**src/rtl/sign_mag_decoder.sv**
```systemverilog
// sign_mag_decoder
//   Converts a WIDTH-bit two's-complement operand into sign + unsigned
//   magnitude. The conversion is bit-serial: one operand bit per clock, LSB
//   first, using the "copy up to and including the first 1, then invert"
//   rule for negative operands. One operand is in flight at a time.
//
// Ports
//   clk        : clock, all state changes on its rising edge
//   rst        : synchronous active-high reset
//   in_valid   : data_in carries an operand this cycle
//   in_ready   : block can accept an operand (IDLE only)
//   data_in    : signed two's-complement operand, WIDTH bits
//   out_valid  : sign/magnitude/out_ovf are valid (DONE only)
//   out_ready  : consumer takes the result this cycle
//   sign       : 1 = operand was negative
//   magnitude  : unsigned absolute value of the operand, WIDTH bits
//   out_ovf    : operand was the most negative value (magnitude = 2^(WIDTH-1))
module sign_mag_decoder #(
  parameter int WIDTH = 8
) (
  input  logic             clk,
  input  logic             rst,
  input  logic             in_valid,
  output logic             in_ready,
  input  logic [WIDTH-1:0] data_in,
  output logic             out_valid,
  input  logic             out_ready,
  output logic             sign,
  output logic [WIDTH-1:0] magnitude,
  output logic             out_ovf
);

  localparam int CNT_W = $clog2(WIDTH);
  localparam logic [CNT_W-1:0] LAST_BIT = CNT_W'(WIDTH - 1);
  localparam logic [WIDTH-1:0] MOST_NEG = {1'b1, {(WIDTH-1){1'b0}}};

  typedef enum logic [1:0] {
    S_IDLE  = 2'd0,
    S_SHIFT = 2'd1,
    S_DONE  = 2'd2
  } state_t;

  state_t r_state;
  state_t w_state_nxt;

  logic [WIDTH-1:0] r_shreg;
  logic [CNT_W-1:0] r_cnt;
  logic             r_seen;
  logic             r_sign;
  logic [WIDTH-1:0] r_mag;
  logic             r_ovf;

  logic             w_accept;
  logic             w_last;
  logic             w_mag_bit;

  // Magnitude bit for one serial step: negative operands are copied up to and
  // including their lowest set bit, every later bit is inverted.
  function automatic logic f_mag_bit(input logic neg, input logic seen,
                                     input logic b);
    return (neg & seen) ? ~b : b;
  endfunction

  assign w_accept  = (r_state == S_IDLE) & in_valid;
  assign w_last    = (r_state == S_SHIFT) & (r_cnt == LAST_BIT);
  assign w_mag_bit = f_mag_bit(r_sign, r_seen, r_shreg[0]);

  // State register
  always_ff @(posedge clk) begin
    if (rst) begin
      r_state <= S_IDLE;
    end else begin
      r_state <= w_state_nxt;
    end
  end

  // Next state and handshake outputs
  always_comb begin
    w_state_nxt = r_state;
    in_ready    = 1'b0;
    out_valid   = 1'b0;
    case (r_state)
      S_IDLE: begin
        in_ready = 1'b1;
        if (in_valid) begin
          w_state_nxt = S_SHIFT;
        end
      end
      S_SHIFT: begin
        if (w_last) begin
          w_state_nxt = S_DONE;
        end
      end
      S_DONE: begin
        out_valid = 1'b1;
        if (out_ready) begin
          w_state_nxt = S_IDLE;
        end
      end
      default: begin
        w_state_nxt = S_IDLE;
      end
    endcase
  end

  // Datapath: latch on accept, one serial step per SHIFT cycle, hold in DONE
  always_ff @(posedge clk) begin
    if (rst) begin
      r_shreg <= '0;
      r_cnt   <= '0;
      r_seen  <= 1'b0;
      r_sign  <= 1'b0;
      r_mag   <= '0;
      r_ovf   <= 1'b0;
    end else if (w_accept) begin
      r_shreg <= data_in;
      r_cnt   <= '0;
      r_seen  <= 1'b0;
      r_sign  <= data_in[WIDTH-1];
      // The most negative value is the only operand whose magnitude does not
      // fit back into a positive signed WIDTH-bit number.
      r_ovf   <= (data_in == MOST_NEG);
    end else if (r_state == S_SHIFT) begin
      // Magnitude fills from the MSB end so bit 0 lands at bit 0 after
      // WIDTH steps.
      r_mag   <= {w_mag_bit, r_mag[WIDTH-1:1]};
      r_shreg <= {1'b0, r_shreg[WIDTH-1:1]};
      r_seen  <= r_seen | r_shreg[0];
      r_cnt   <= r_cnt + 1'b1;
    end
  end

  assign sign      = r_sign;
  assign magnitude = r_mag;
  assign out_ovf   = r_ovf;

endmodule

```
**config.mk**
```make
export PLATFORM = sky130hd
export DESIGN_NAME = sign_mag_decoder
export DESIGN_NICKNAME = d
export VERILOG_FILES = /design/src/rtl/sign_mag_decoder.sv
export SDC_FILE = /design/constraint.sdc
export NUM_CORES = 1
export LEC_CHECK = 0
export CAP_MARGIN = 25
export CORE_MARGIN = 5
export CORE_UTILIZATION = 45
export CTS_CLUSTER_DIAMETER = 150
export DETAILED_ROUTE_END_ITERATION = 12
export PLACE_DENSITY = 0.84
export RECOVER_POWER = 50
export REMOVE_ABC_BUFFERS = 1
export SLEW_MARGIN = 40
export SYNTH_ARGS = -nofsm -noshare
export SYNTH_HDL_FRONTEND = slang
export SYNTH_SLANG_ARGS = --single-unit
```
**constraint.sdc**
```tcl
create_clock -name clk -period 2.2 [get_ports clk]
set_input_delay 0.44 -clock clk [delete_from_list [all_inputs] [get_ports clk]]
set_output_delay 0.44 -clock clk [all_outputs]
set_load 0.01 [all_outputs]
```
==> results.md, run 1 <==
* Power density over the cells at 647 nW/um^2
* Xor/xnor cell area share of the yosys netlist at under 10%
* DP Area at 1240 um^2
* Boundary Pins at 24
* Vias per cell at 5.37
* CP Capture Type: output port
* Final critical-path required period at 1.98 ns
* CP Launch Type: register
* Post-DP HPWL at about 1700 um
* FFs w/ async S/R, synth at 0%
* Post-synth top area cell: dfxtp_1
* DR pass1 iterations at 4
* # hold bufs at CTS at 0
* DR vias at roughly 900
* Hold Crit Class: reg2reg
* Final Instance Area at ~1300 um^2
* Placer Congestion at about 0.9
* Antenna Violating Nets Remaining at 0
* Vias in the first global route at slightly above 800
* Max-Cap Viols at 0
* Worst-skew pair later-pin latency at 0.32 ns
* Yosys top cell area share at 48.3%
* Adder-Cell Fraction of Synth Area at 2.52%
* DR DRC count at 0
* Top-count cell post-synth: dfxtp_1
* Worst Path Required at roughly 1.8 ns
* Initial antenna violation count at 0
* Fmax at slightly above 500 MHz
* Die width at roughly 57 um
* CTS resizes at 0
* Post-synthesis cell type count at 29
* Synth warnings at 0
* Compound-Gate Fraction of Synth Area at between 20 and 25%
* CTS clk-pin slew, worst paths at about 0.13 ns
* Root Driver: clkbuf_4
* Post-synth EDFFs at 0
* Largest net degree at the start of global routing at 15
* Arr. time, crit path at about 1.5 ns
* Die height at 57.0 um
* RSZ-0062 raised after global routing: no
* Final WL at between 2000 and 2500 um
* Wire per inst at around 13 um
* Dominant synthesized flop cell: dfxtp_1
* Endpoints failing setup at 0
* Slew headroom at a little over two thirds
* Iteration-0 DRC Markers at 12
* Setup_tns at 0 ns
* Share of layout cells above drive strength 1 at approximately 5.0%
* Synth area leaders: dfxtp_1 48%, nand2_1 7.5%, nor2_1 6.8%
* Largest family of logic cells by synthesized area: simple AND/OR/NAND/NOR gates
* Postcts setup bufs at 0
* Site Rows at 17
* Commonest cells post-synth: 24 x dfxtp_1, 20 x nand2_1, 18 x nor2_1, 12 x a21oi_1, 8 x a211oi_1
* Worst-Margin Slew at approximately 0.45 ns
* First-pass GRT wire length at ~3500 um
* Total GRT Usage at between 10% and 20%
* Slew Viols, Final at 0
* Syn avg cell area at between 8 and 9 um^2
* Seq/Total Area, Yosys at around half
* Die Area at 3250 um^2
* Met3 wire length at approximately 54 um
* Peak supply drop at approximately 0.44 mV
* Number of buffers created by CTS at 3
* Post-synthesis mux area share at 0%
* Area Overhead vs Synth at 27.7%
* Gr ovfl total at 0
* CORE AREA at between 2000 and 2500 um^2
* Setup Skew at around 0.0063 ns
* Nets at approximately 160
* Final hold violations at 0
* Outcome: complete, no violations
* Port buffer count at 23
* Top layer in use: met4
* Mapped Area at 995 um^2
* Max H-tree Level at 1
* Antenna diodes at 0
* Post-synthesis cell count at roughly 120
* Fill count at ~200
* Metal-1 WL at 919 um
* Post-Synth Simple-Gate Area at 23.0%
* Static leakage at between 0.4 and 0.5 nW
* Tcrit/Tclk final at 90.0%
* CTS tree: yes
* Starting Density at a little under half
* Clock sink total at 24
* Met2 WL post-DR at around 1100 um
* Post-synthesis register bit count at 24
* CP Class: reg2out
* Clock tree buffer depth at 2
* Crit-path max FO at 7
==> critical path: stages (launching register included) <==
cell and delay [ns]:
dfxtp_1 0.45, nor2b_1 0.21, clkdlybuf4s50_1 0.56
==> power by group <==
group / switching, W / internal (W)
registers: 0.0000177 / 0.000456
clock network: 0.000131 / 0.000101
logic: 0.0000593 / 0.0000566
==> layout by cell type (no fill, tap or decap), types with 2 or more instances in the layout <==
master and instances:
nand2_1 20, clkdlybuf4s50_1 21, dlygate4sd3_1 2, o22ai_1 3, nand3_1 2, o2bb2ai_1 4, a211oi_1 8, inv_1 3
dfxtp_1 24, a21oi_1 12, nor2_1 18, ha_1 2, clkbuf_4 3
==> flip-flops by register name, indices dropped and copies added, names as in the netlist <==
signal     count
sign           1
r_seen         1
magnitude      8
r_cnt          3
r_shreg        8
out_ovf        1
r_state        2
==> metrics by stage <==
| step | cells | worst slack, ns | utilization (%) | total power (W) | hold slack [ns] |
|---|---|---|---|---|---|
| floorplan | 112 | 1.10 | - | 0.000544 | 0.437 |
| global placement | 164 | 0.413 | 57.2 | 0.000596 | 0.442 |
| detailed placement | 164 | 0.392 | 57.2 | 0.000602 | 0.453 |
| CTS | 168 | 0.205 | 58.8 | 0.000832 | 0.471 |
| global route | 168 | 0.134 | 58.5 | 0.000862 | 0.476 |
| finish | 168 | 0.220 | 58.5 | 0.000822 | 0.468 |
==> cell families (layout without fill, tap and decap cells) <==
family	after synthesis	after routing
simple gates	50	50
compound gates	31	31
buf+inv	8	31
xor+xnor	2	2
fa+ha+maj	2	2
flops	24	24
==> metal layers <==
metal	track usage [%]	vias up
met3	1.36	9
met1	15.8	422
met4	10.9	0
met2	23.8	20
li1	-	451
met5	0	-
==> final timing paths <==
kind | start | end | slack [ns] | depth (start not counted)
worst max-delay path | r_state[1] | out_valid | 0.22 | 2
worst min-delay path | magnitude[0] | magnitude[0] | 0.47 | 2
worst max register to register | r_state[0] | r_state[0] | 0.91 | 3
worst min register to register | magnitude[0] | magnitude[0] | 0.47 | 2
==> final cells by class <==
type	instances	area (um^2)	share of cell area, %
sequential	24	480	37.8
inverter	3	11.3	0.887
tap	28	35.0	2.76
multi-input combinational	85	473	37.2
clock buffer	4	36.3	2.86
timing repair buffer	24	234	18.4
Note: power is estimated with default switching activity, not from simulation.
==> inputs of run 2 (changes only) <==
--- a/config.mk
+++ b/config.mk
@@ -8,6 +8,7 @@
 export CAP_MARGIN = 25
 export CORE_MARGIN = 5
 export CORE_UTILIZATION = 45
+export CTS_BUF_LIST = sky130_fd_sc_hd__clkbuf_16
 export CTS_CLUSTER_DIAMETER = 150
 export DETAILED_ROUTE_END_ITERATION = 12
 export PLACE_DENSITY = 0.84
==> results.md, run 2 (synthesis results as in run 1) <==
* Die width at around 57 um
* DR vias at about 910
* Worst r2r src: r_state[0]
* Clock sink total at 24
* Outcome: complete, no violations
* CTS tree: yes
* CTS clk-pin slew, worst paths at around 0.06 ns
* Placer Congestion at roughly 0.88
* Slew headroom at between 70% and 80%
* Clock tree buffer depth at 2
* Setup Skew at about 0.0018 ns
* Vias per cell at around 5.4
* CORE AREA at approximately 2200 um^2
* DR pass1 iterations at 4
* Nets at about 160
* Initial antenna violation count at 0
* Port buffer count at 23
* DR DRC count at 0
* CP Capture Type: output port
* Arr. time, crit path at 1.50 ns
* Max H-tree Level at 1
* Peak supply drop at about 0.50 mV
* Max-Cap Viols at 0
* Tcrit/Tclk final at around nine tenths
* Endpoints failing setup at 0
* Iteration-0 DRC Markers at 14
* Number of buffers created by CTS at 3
* Postcts setup bufs at 0
* Antenna diodes at 0
* Reg2reg setup slack at ~0.85 ns
* # hold bufs at CTS at 0
* Largest net degree at the start of global routing at 15
* Final WL at around 2300 um
* Die height at between 50 and 60 um
* Die Area at approximately 3300 um^2
* Hold Startpoint: magnitude[0]
* Final hold violations at 0
* Root Driver: clkbuf_16
* Starting Density at between 40 and 50%
* Worst Path Required at roughly 1.8 ns
* Crit-path max FO at 7
* Slew Viols, Final at 0
* CP Class: reg2out
* Critical Path Max Stage Delay at a little under 0.6 ns
* Crit-path slowest cell: clkdlybuf4s50_1
* Critical R2R Capture: r_shreg[0]
* Power density over the cells at ~740 nW/um^2
* Boundary Pins at 24
* Worst-Margin Slew at roughly 0.44 ns
* Gr ovfl total at 0
* Static leakage at 0.473 nW
* Final critical-path required period at 1.94 ns
* Post-DP HPWL at 1670 um
* Commonest non-fill, non-tap cells in the layout: 24 x dfxtp_1, 21 x clkdlybuf4s50_1, 20 x nand2_1
* First-pass GRT wire length at between 3000 and 4000 um
* Hold endpoint: magnitude[0]
* Reg2Reg Depth at 3
* CP Launch Type: register
* Worst-skew pair later-pin latency at around 0.25 ns
* CTS resizes at 0
* Area Overhead vs Synth at 31.9%
* Antenna Violating Nets Remaining at 0
* RSZ-0062 raised after global routing: no
* Hold Crit Class: reg2reg
* Share of layout cells above drive strength 1 at 4.29%
* Fill count at slightly below 200
* Most common cell after layout, fill and taps aside: dfxtp_1
* Core Util, Final at 60.5%
* Hold-critical path depth at 2
* Fmax at 515 MHz
* Vias in the first global route at between 800 and 900
* Site Rows at 17
* Total GRT Usage at roughly 14%
* Wire per inst at ~13 um
* Setup_tns at 0 ns
* Crit-path cells: nor2b_1 -> clkdlybuf4s50_1
[run 2: cell types whose count changed in the layout (fill, tap and decap cells not counted)]
cell	change
clkbuf_16	+3
clkbuf_4	-3
clkbuf_8	-1
clkinv_1	+1
[run 2: stage by stage]
step | setup WS (ns) | instance area [um^2] | power [W] | instances | hold slack, ns
floorplan | 1.10 | 967 | 0.000544 | 112 | 0.437
global placement | 0.413 | 1240 | 0.000596 | 164 | 0.442
detailed placement | 0.392 | 1240 | 0.000602 | 164 | 0.453
CTS | 0.245 | 1320 | 0.000985 | 168 | 0.462
global route | 0.181 | 1310 | 0.00102 | 168 | 0.466
finish | 0.257 | 1310 | 0.000976 | 168 | 0.458
[run 2: area by class of cell]
| class | instances | area, um^2 | share of cell area (%) |
|---|---|---|---|
| Sequential cell | 24 | 480 | 36.6 |
| Multi-Input combinational cell | 85 | 473 | 36.0 |
| Timing Repair Buffer | 24 | 234 | 17.8 |
| Clock buffer | 3 | 75.1 | 5.72 |
| Tap cell | 28 | 35.0 | 2.67 |
| Inverter | 3 | 11.3 | 0.858 |
| Clock inverter | 1 | 3.75 | 0.286 |
[run 2: report_power, final]
group          switching, W  leakage [nW]  internal, W  total, W
clock              0.000142        0.0385     0.000242  0.000384
sequential        0.0000180         0.196     0.000456  0.000474
combinational     0.0000608         0.238    0.0000566  0.000117
[run 2: per-layer routing]
layer	part of all wire (%)	global-route usage, %	vias up
met4	2.0	6.95	0
li1	-	-	448
met2	53	24.8	27
met3	4.2	2.04	4
met5	0	0	-
met1	41	17.0	427
[run 2: worst max path at each step]
stage | depth (start not counted) | to | from
3_3_place_gp | 4 | r_shreg[7] | in_valid
5_1_grt | 2 | out_valid | r_state[1]
3_5_place_dp | 4 | r_shreg[7] | in_valid
2_1_floorplan | 3 | r_shreg[7] | in_valid
4_1_cts | 2 | out_valid | r_state[1]
6_report | 2 | out_valid | r_state[1]
[run 2: worst max-delay path, delay by kind of cell (launching register included)]
kind / cells / cell delay, ns
flip-flops: 1 / 0.43
buffers and inverters: 1 / 0.58
AND/OR/NAND/NOR: 1 / 0.24
